`src/rtl/muldiv_arbiter_if.sv`:
```
// rtl/muldiv_arbiter_if.sv - request/response channel of one muldiv_arbiter port
// master = requester side, slave = arbiter side.
interface muldiv_arbiter_if;
  logic        valid;
  logic        ready;
  logic [31:0] a;
  logic [31:0] b;
  logic [1:0]  op_mul;
  logic [1:0]  op_div;
  logic        sel;
  logic        rvalid;
  logic        rready;
  logic [31:0] result;
  logic        err;

  modport master (
    output valid, a, b, op_mul, op_div, sel, rready,
    input  ready, rvalid, result, err
  );

  modport slave (
    input  valid, a, b, op_mul, op_div, sel, rready,
    output ready, rvalid, result, err
  );
endinterface

```
`src/rtl/muldiv_arbiter.sv`:
```
// rtl/muldiv_arbiter.sv - two-port arbiter sequencing one shared multiply/divide unit
// Optional last-result cache enabled by defining MULDIV_LAST_RESULT_CACHE_EN.
module muldiv_arbiter #(
  parameter int TIMEOUT_CYCLES = 64,
  parameter bit FIXED_PRIO     = 1'b0
) (
  input  logic            clk,
  input  logic            reset,
  muldiv_arbiter_if.slave r0,
  muldiv_arbiter_if.slave r1,
  output logic            md_start,
  output logic [31:0]     md_in_A,
  output logic [31:0]     md_in_B,
  output logic [1:0]      md_op_mul,
  output logic [1:0]      md_op_div,
  output logic            md_sel,
  input  logic [31:0]     md_R,
  input  logic            md_done,
  output logic            busy
);
  localparam int TW = $clog2(TIMEOUT_CYCLES);
  localparam logic [TW-1:0] TMAX = TW'(TIMEOUT_CYCLES - 1);

  typedef enum logic [1:0] {S_IDLE, S_ISSUE, S_WAIT, S_RESP} state_t;

  state_t        state;
  state_t        state_next;
  logic [TW-1:0] timer;
  logic          owner;
  logic          ptr;
  logic [31:0]   result_q;
  logic          err_q;

  logic          grant_any;
  logic          grant1;
  logic          cache_hit;
  logic [31:0]   cache_data;
  logic          owner_rready;
  logic          timed_out;
  logic          resp0;
  logic          resp1;
  logic [31:0]   req_a;
  logic [31:0]   req_b;
  logic [1:0]    req_om;
  logic [1:0]    req_od;
  logic          req_sel;

  // Grant is only offered in IDLE; ptr names the port that wins a tie in round-robin mode.
  always_comb begin
    grant_any = 1'b0;
    grant1    = 1'b0;
    if (state == S_IDLE) begin
      if (FIXED_PRIO || !ptr) begin
        if (r0.valid) begin
          grant_any = 1'b1;
        end else if (r1.valid) begin
          grant_any = 1'b1;
          grant1    = 1'b1;
        end
      end else begin
        if (r1.valid) begin
          grant_any = 1'b1;
          grant1    = 1'b1;
        end else if (r0.valid) begin
          grant_any = 1'b1;
        end
      end
    end
  end

  assign r0.ready = grant_any & ~grant1;
  assign r1.ready = grant_any & grant1;

  assign req_a   = grant1 ? r1.a      : r0.a;
  assign req_b   = grant1 ? r1.b      : r0.b;
  assign req_om  = grant1 ? r1.op_mul : r0.op_mul;
  assign req_od  = grant1 ? r1.op_div : r0.op_div;
  assign req_sel = grant1 ? r1.sel    : r0.sel;

  assign owner_rready = owner ? r1.rready : r0.rready;
  assign timed_out    = (timer == TMAX);

`ifdef MULDIV_LAST_RESULT_CACHE_EN
  logic        cache_valid;
  logic [31:0] cache_a;
  logic [31:0] cache_b;
  logic [1:0]  cache_om;
  logic [1:0]  cache_od;
  logic        cache_sel;
  logic [31:0] cache_result;

  assign cache_hit = cache_valid && (req_a == cache_a) && (req_b == cache_b) &&
                     (req_om == cache_om) && (req_od == cache_od) && (req_sel == cache_sel);
  assign cache_data = cache_result;

  // md_* registers still hold the completing op's fields while in WAIT.
  always_ff @(posedge clk or posedge reset) begin
    if (reset) begin
      cache_valid  <= 1'b0;
      cache_a      <= '0;
      cache_b      <= '0;
      cache_om     <= '0;
      cache_od     <= '0;
      cache_sel    <= 1'b0;
      cache_result <= '0;
    end else if (state == S_WAIT) begin
      if (md_done) begin
        cache_valid  <= 1'b1;
        cache_a      <= md_in_A;
        cache_b      <= md_in_B;
        cache_om     <= md_op_mul;
        cache_od     <= md_op_div;
        cache_sel    <= md_sel;
        cache_result <= md_R;
      end else if (timed_out) begin
        cache_valid <= 1'b0;
      end
    end
  end
`else
  assign cache_hit  = 1'b0;
  assign cache_data = '0;
`endif

  always_ff @(posedge clk or posedge reset) begin
    if (reset) state <= S_IDLE;
    else       state <= state_next;
  end

  always_comb begin
    state_next = state;
    unique case (state)
      S_IDLE:  if (grant_any) state_next = cache_hit ? S_RESP : S_ISSUE;
      S_ISSUE: state_next = S_WAIT;
      S_WAIT:  if (md_done || timed_out) state_next = S_RESP;
      S_RESP:  if (owner_rready) state_next = S_IDLE;
      default: state_next = S_IDLE;
    endcase
  end

  always_ff @(posedge clk or posedge reset) begin
    if (reset) begin
      md_in_A   <= '0;
      md_in_B   <= '0;
      md_op_mul <= '0;
      md_op_div <= '0;
      md_sel    <= 1'b0;
      owner     <= 1'b0;
      ptr       <= 1'b0;
      timer     <= '0;
      result_q  <= '0;
      err_q     <= 1'b0;
    end else begin
      unique case (state)
        S_IDLE: begin
          if (grant_any) begin
            md_in_A   <= req_a;
            md_in_B   <= req_b;
            md_op_mul <= req_om;
            md_op_div <= req_od;
            md_sel    <= req_sel;
            owner     <= grant1;
            result_q  <= cache_data;
            err_q     <= 1'b0;
          end
        end
        S_ISSUE: timer <= '0;
        // A completion in the timeout cycle still counts as success.
        S_WAIT: begin
          if (md_done) begin
            result_q <= md_R;
            err_q    <= 1'b0;
          end else if (timed_out) begin
            result_q <= '0;
            err_q    <= 1'b1;
          end else begin
            timer <= timer + TW'(1);
          end
        end
        S_RESP: if (owner_rready) ptr <= ~owner;
        default: ;
      endcase
    end
  end

  assign resp0 = (state == S_RESP) && !owner;
  assign resp1 = (state == S_RESP) && owner;

  assign r0.rvalid = resp0;
  assign r1.rvalid = resp1;
  assign r0.result = resp0 ? result_q : '0;
  assign r1.result = resp1 ? result_q : '0;
  assign r0.err    = resp0 & err_q;
  assign r1.err    = resp1 & err_q;

  assign md_start = (state == S_ISSUE);
  assign busy     = (state != S_IDLE);
endmodule
```
`src/flat_wrapper.sv`:
```
// flat-port wrapper written by rule: the top's interface ports become plain ports
module muldiv_arbiter_flat 
#(
  parameter int TIMEOUT_CYCLES = 64,
  parameter bit FIXED_PRIO     = 1'b0
)
  (clk, reset, md_start, md_in_A, md_in_B, md_op_mul, md_op_div, md_sel, md_R, md_done, busy, r0_valid, r0_a, r0_b, r0_op_mul, r0_op_div, r0_sel, r0_rready, r0_ready, r0_rvalid, r0_result, r0_err, r1_valid, r1_a, r1_b, r1_op_mul, r1_op_div, r1_sel, r1_rready, r1_ready, r1_rvalid, r1_result, r1_err);
  muldiv_arbiter_if r0_i ();
  muldiv_arbiter_if r1_i ();
  input  logic clk;
  input  logic reset;
  output logic md_start;
  output logic [31:0] md_in_A;
  output logic [31:0] md_in_B;
  output logic [1:0] md_op_mul;
  output logic [1:0] md_op_div;
  output logic md_sel;
  input  logic [31:0] md_R;
  input  logic md_done;
  output logic busy;
  input wire logic [$bits(r0_i.valid)-1:0] r0_valid;
  input wire logic [$bits(r0_i.a)-1:0] r0_a;
  input wire logic [$bits(r0_i.b)-1:0] r0_b;
  input wire logic [$bits(r0_i.op_mul)-1:0] r0_op_mul;
  input wire logic [$bits(r0_i.op_div)-1:0] r0_op_div;
  input wire logic [$bits(r0_i.sel)-1:0] r0_sel;
  input wire logic [$bits(r0_i.rready)-1:0] r0_rready;
  output wire logic [$bits(r0_i.ready)-1:0] r0_ready;
  output wire logic [$bits(r0_i.rvalid)-1:0] r0_rvalid;
  output wire logic [$bits(r0_i.result)-1:0] r0_result;
  output wire logic [$bits(r0_i.err)-1:0] r0_err;
  input wire logic [$bits(r1_i.valid)-1:0] r1_valid;
  input wire logic [$bits(r1_i.a)-1:0] r1_a;
  input wire logic [$bits(r1_i.b)-1:0] r1_b;
  input wire logic [$bits(r1_i.op_mul)-1:0] r1_op_mul;
  input wire logic [$bits(r1_i.op_div)-1:0] r1_op_div;
  input wire logic [$bits(r1_i.sel)-1:0] r1_sel;
  input wire logic [$bits(r1_i.rready)-1:0] r1_rready;
  output wire logic [$bits(r1_i.ready)-1:0] r1_ready;
  output wire logic [$bits(r1_i.rvalid)-1:0] r1_rvalid;
  output wire logic [$bits(r1_i.result)-1:0] r1_result;
  output wire logic [$bits(r1_i.err)-1:0] r1_err;
  assign r0_i.valid = r0_valid;
  assign r0_i.a = r0_a;
  assign r0_i.b = r0_b;
  assign r0_i.op_mul = r0_op_mul;
  assign r0_i.op_div = r0_op_div;
  assign r0_i.sel = r0_sel;
  assign r0_i.rready = r0_rready;
  assign r0_ready = r0_i.ready;
  assign r0_rvalid = r0_i.rvalid;
  assign r0_result = r0_i.result;
  assign r0_err = r0_i.err;
  assign r1_i.valid = r1_valid;
  assign r1_i.a = r1_a;
  assign r1_i.b = r1_b;
  assign r1_i.op_mul = r1_op_mul;
  assign r1_i.op_div = r1_op_div;
  assign r1_i.sel = r1_sel;
  assign r1_i.rready = r1_rready;
  assign r1_ready = r1_i.ready;
  assign r1_rvalid = r1_i.rvalid;
  assign r1_result = r1_i.result;
  assign r1_err = r1_i.err;
  muldiv_arbiter #(.TIMEOUT_CYCLES(TIMEOUT_CYCLES), .FIXED_PRIO(FIXED_PRIO)) u_core (.clk(clk), .reset(reset), .r0(r0_i), .r1(r1_i), .md_start(md_start), .md_in_A(md_in_A), .md_in_B(md_in_B), .md_op_mul(md_op_mul), .md_op_div(md_op_div), .md_sel(md_sel), .md_R(md_R), .md_done(md_done), .busy(busy));
endmodule
```
`config.mk`:
```
export PLATFORM = sky130hd
export DESIGN_NAME = muldiv_arbiter_flat
export DESIGN_NICKNAME = d
export VERILOG_FILES = /design/src/rtl/muldiv_arbiter_if.sv /design/src/rtl/muldiv_arbiter.sv /design/src/flat_wrapper.sv
export SDC_FILE = /design/constraint.sdc
export NUM_CORES = 1
export LEC_CHECK = 0
export ABC_CLOCK_PERIOD_IN_PS = 3700
export CAP_MARGIN = 5
export CORE_ASPECT_RATIO = 0.7
export CORE_MARGIN = 3
export CORE_UTILIZATION = 35
export CTS_CLUSTER_SIZE = 28
export DETAILED_ROUTE_END_ITERATION = 12
export GPL_TIMING_DRIVEN = 0
export MAX_ROUTING_LAYER = met4
export PLACE_DENSITY = 0.81
export SYNTH_ARGS = -nofsm -noshare
export SYNTH_HDL_FRONTEND = slang
export SYNTH_SLANG_ARGS = --single-unit
```
`constraint.sdc`:
```
create_clock -name clk -period 3.7 [get_ports clk]
set_input_delay 0.74 -clock clk [delete_from_list [all_inputs] [get_ports clk]]
set_output_delay 0.74 -clock clk [all_outputs]
set_load 0.02 [all_outputs]
```
==> summary.txt <==
Floorplanning
  – Initial Util: 36.53%
  – Site Rows: 37
  – DIE AREA: 17,270 µm²
  – I/O pin count: 318
  – Die H: 110.8 µm
  – Core box area: 15,050 µm²
  – Die W: 155.8 µm

Clocking
  – CTS sink count: 112
  – Total CTS buffers: 9
  – Clk_lat worst skew: 0.34 ns
  – Setup bufs post-CTS: 0
  – CTS-repair resized insts: 0
  – Root Driver: clkbuf_16
  – Clock buffer depth: 2
  – Depth of the CTS H-tree: 3
  – Clock-pin slew on the worst setup and hold paths: 0.07 ns
  – CTS tree: yes
  – Hold_buf cts: 0

Timing
  – Slew @ Worst Pin: 0.5477 ns
  – Final Max Tran Viols: 0
  – Final Setup Violations: 0
  – Final TNS setup: 0 ns
  – Final worst path period need: 3.384 ns
  – Post-layout worst setup margin: 0.3156 ns
  – Setup Skew: 0.009709 ns
  – Final hold viol count: 0
  – Hold WS: 0.4863 ns
  – Unrepaired setup endpoints after global routing: false
  – Max Fclk: 295.5 MHz
  – Period utilisation layout: 91.47%
  – Slew margin rel.: 63.48%

Critical path
  – Crit-path cells: clkdlybuf4s50_1 > a21oi_1 > buf_6 > nor2_4 > buf_6 > clkdlybuf4s50_1
  – Startpoint types: primary input
  – Slowest-stage cell, CP: clkdlybuf4s50_1
  – Crit path DAT: 2.64 ns
  – Critical Path Max Stage Delay: 0.61 ns
  – Critical path required time: 2.96 ns
  – CP max FO: 10
  – Setup CP Type: in2out
  – Critical path endpoint category: primary output

Final layout
  – # diodes: 0
  – Most frequent cells in the layout: clkdlybuf4s50_1 (317), dfrtp_1 (112), a22o_1 (71)
  – Most common cell after layout, fill and taps aside: clkdlybuf4s50_1
  – Fill cells: 1,237
  – P&R area growth vs syn: 68.27%
  – Register area: 2803 µm²
  – Final net count: 1,005
  – Layout cell share with drive strength beyond 1: 5.925%
  – Area of the multi-input gates: 2354 µm²

Routing
  – WL met3: 1043 µm
  – WL final: 18,760 µm
  – Met2 wire len: 8965 µm
  – DRC viols: 0
  – DR vias: 5,090
  – Initial DRC Count: 232
  – Metal-1 WL: 8430 µm
  – Routed wire per std cell: 18.36 µm
  – Max layer used: met4
  – Via density: 4.980
  – Antenna viol nets, final: 0
  – TritonRoute pass-1 iters: 5

Pwr
  – IR Drop Worst-Case VDD: 0.4581 mV
  – Sw power: 2.821 mW
  – Flop pwr share: 30.5%
  – Leak Pwr: 4.244 nW
  – Clock power frac: 13.7%
  – Combinational Power Share: 55.8%
  – PwrDens: 767.4 nW/µm²
  – Internal: 4.276 mW
  – Sw Share: 39.75%

Global routing
  – Initial antenna violation count: 0
  – Grt ovf: 0
  – GRT Util Overall: 21.50%
  – Largest net degree at the start of global routing: 63
  – Vias in the first global route: 5,093
  – Global-route wire length before repair: 28,790 µm

Placed design
  – RePlAce Congestion: 0.9031
  – DP Wirelength: 15,020 µm
  – Setup WS pre-CTS: 0.3119 ns
  – Port Buf Inserts: 317

Synthesis
  – Library cells used by synthesis: 39
  – Synth Cell Area: 5497 µm²
  – Sequential fraction of the synthesis area: 50.99%
  – Syn_area_per_cell: 11.15 µm²
  – FF+latch count, synth: 112
  – Post-Syn Nets: 676
  – Ys Warns: 0
  – Synthesized instance count: 493

Run
  – Max-Cap Viols: 0

Run status
  – Status: finished clean

Worst hold path
  – Hold crit path type: reg2reg
[through the flow]
step / area (µm²) / std cells / power, mW / utilization [%]
after CTS: 9249 / 1022 / 7.174 / 61.47
final: 9249 / 1022 / 7.097 / 61.47
after floorplan: 5497 / 493 / 4.427 / -
after global routing: 9249 / 1022 / 7.555 / 61.47
after detailed placement: 8946 / 1006 / 6.168 / 59.46
after global placement: 8914 / 1005 / 6.083 / 59.24
[final cells by class]
cell class | instances | share of cell area [%]
Sequential cell | 112 | 30.30
Clock inverter | 4 | 0.3923
Clock buffer | 12 | 2.881
Inverter | 7 | 0.3382
Multi-Input combinational cell | 332 | 25.45
Tap cell | 195 | 2.638
Buffer | 42 | 3.396
Timing Repair Buffer | 318 | 34.60
[Yosys cell counts]
library cell | count | area (µm²)
buf_6 | 12 | 135.1
a32oi_1 | 1 | 8.760
a21o_4 | 1 | 15.01
nand4_1 | 1 | 6.260
nor3b_2 | 1 | 12.51
nor2_2 | 2 | 12.51
mux2i_1 | 30 | 300.3
nor2_1 | 5 | 18.77
o21ai_1 | 29 | 145.1
nor2b_1 | 2 | 12.51
ha_1 | 6 | 75.07
and2_1 | 34 | 212.7
buf_2 | 5 | 25.02
nor2_4 | 1 | 11.26
buf_12 | 3 | 60.06
nand2_1 | 38 | 142.6
dfrtp_1 | 112 | 2803
a22o_1 | 71 | 621.9
mux2_1 | 1 | 11.26
and4_4 | 1 | 11.26
clkbuf_1 | 19 | 71.32
a41oi_1 | 2 | 17.52
nand2_4 | 1 | 11.26
a21o_1 | 43 | 322.8
o21ai_4 | 1 | 16.27
inv_1 | 7 | 26.28
nor3_1 | 3 | 15.01
o21ai_0 | 4 | 20.02
buf_4 | 3 | 22.52
and3_1 | 34 | 212.7
a22oi_1 | 1 | 7.510
nor3b_1 | 1 | 7.510
a211oi_1 | 1 | 7.510
a21oi_1 | 9 | 45.04
nand3_1 | 3 | 15.01
and4b_1 | 1 | 10.01
nand2b_1 | 1 | 6.260
a31oi_1 | 2 | 12.51
xor2_1 | 1 | 8.760
[routing by layer]
metal  vias up  global-route usage [%]
met4         0                   4.941
met3        22                   4.565
met2       186                   33.60
li1       2443                       -
met1      2439                   28.81
met5         -                       -
[worst max-delay path, delay by kind of cell]
family,cells,cell delay (ns)
buffers and inverters,4,1.53
AND/OR/NAND/NOR,1,0.25
AO/OA/AOI/OAI,1,0.11
[path summary, 6_finish.rpt]
path                                           end  depth (start not counted)  slack [ns]             from
max in group asynchronous          u_core.state[0]                          3        2.23            reset
worst min-delay path                 u_core.md_sel                          2        0.49    u_core.md_sel
worst max-delay path                      r0_ready                          6        0.32         r0_valid
worst max register to register  u_core.md_in_B[20]                          8        1.76  u_core.state[0]
worst min register to register       u_core.md_sel                          2        0.49    u_core.md_sel
min in group asynchronous       u_core.md_in_B[14]                          2        0.82            reset
[sequential cells by signal, indices dropped and copies added, names as in the netlist]
register,count
u_core.err_q,1
u_core.md_in_A,32
u_core.md_in_B,32
u_core.md_op_div,2
u_core.md_op_mul,2
u_core.md_sel,1
u_core.owner,1
u_core.ptr,1
u_core.result_q,32
u_core.state,2
u_core.timer,6
[cell families (layout without fill, tap and decap cells)]
| family | count (synthesis) | after routing | share of synthesized area [%] |
|---|---|---|---|
| AO/OA/AOI/OAI | 165 | 165 | 22.56 |
| XOR/XNOR | 1 | 1 | 0.1594 |
| adder cells (fa/ha/maj) | 6 | 6 | 1.366 |
| buffers and inverters | 49 | 383 | 6.192 |
| flip-flops | 112 | 112 | 50.99 |
| multiplexers | 31 | 31 | 5.668 |
| AND/OR/NAND/NOR | 129 | 129 | 13.07 |
[power groups by stage]
| stage | Sequential, mW | Combinational, mW | Clock (mW) |
|---|---|---|---|
| 6_report | 2.16 | 3.96 | 0.975 |
| 5_1_grt | 2.25 | 4.25 | 1.06 |
| 4_1_cts | 2.16 | 4.01 | 1.01 |
| 3_5_place_dp | 2.18 | 3.99 | 0 |
| 3_3_place_gp | 2.16 | 3.92 | 0 |
| 2_1_floorplan | 2.57 | 1.85 | 0 |
No activity file was read; power rests on OpenSTA's default activity.
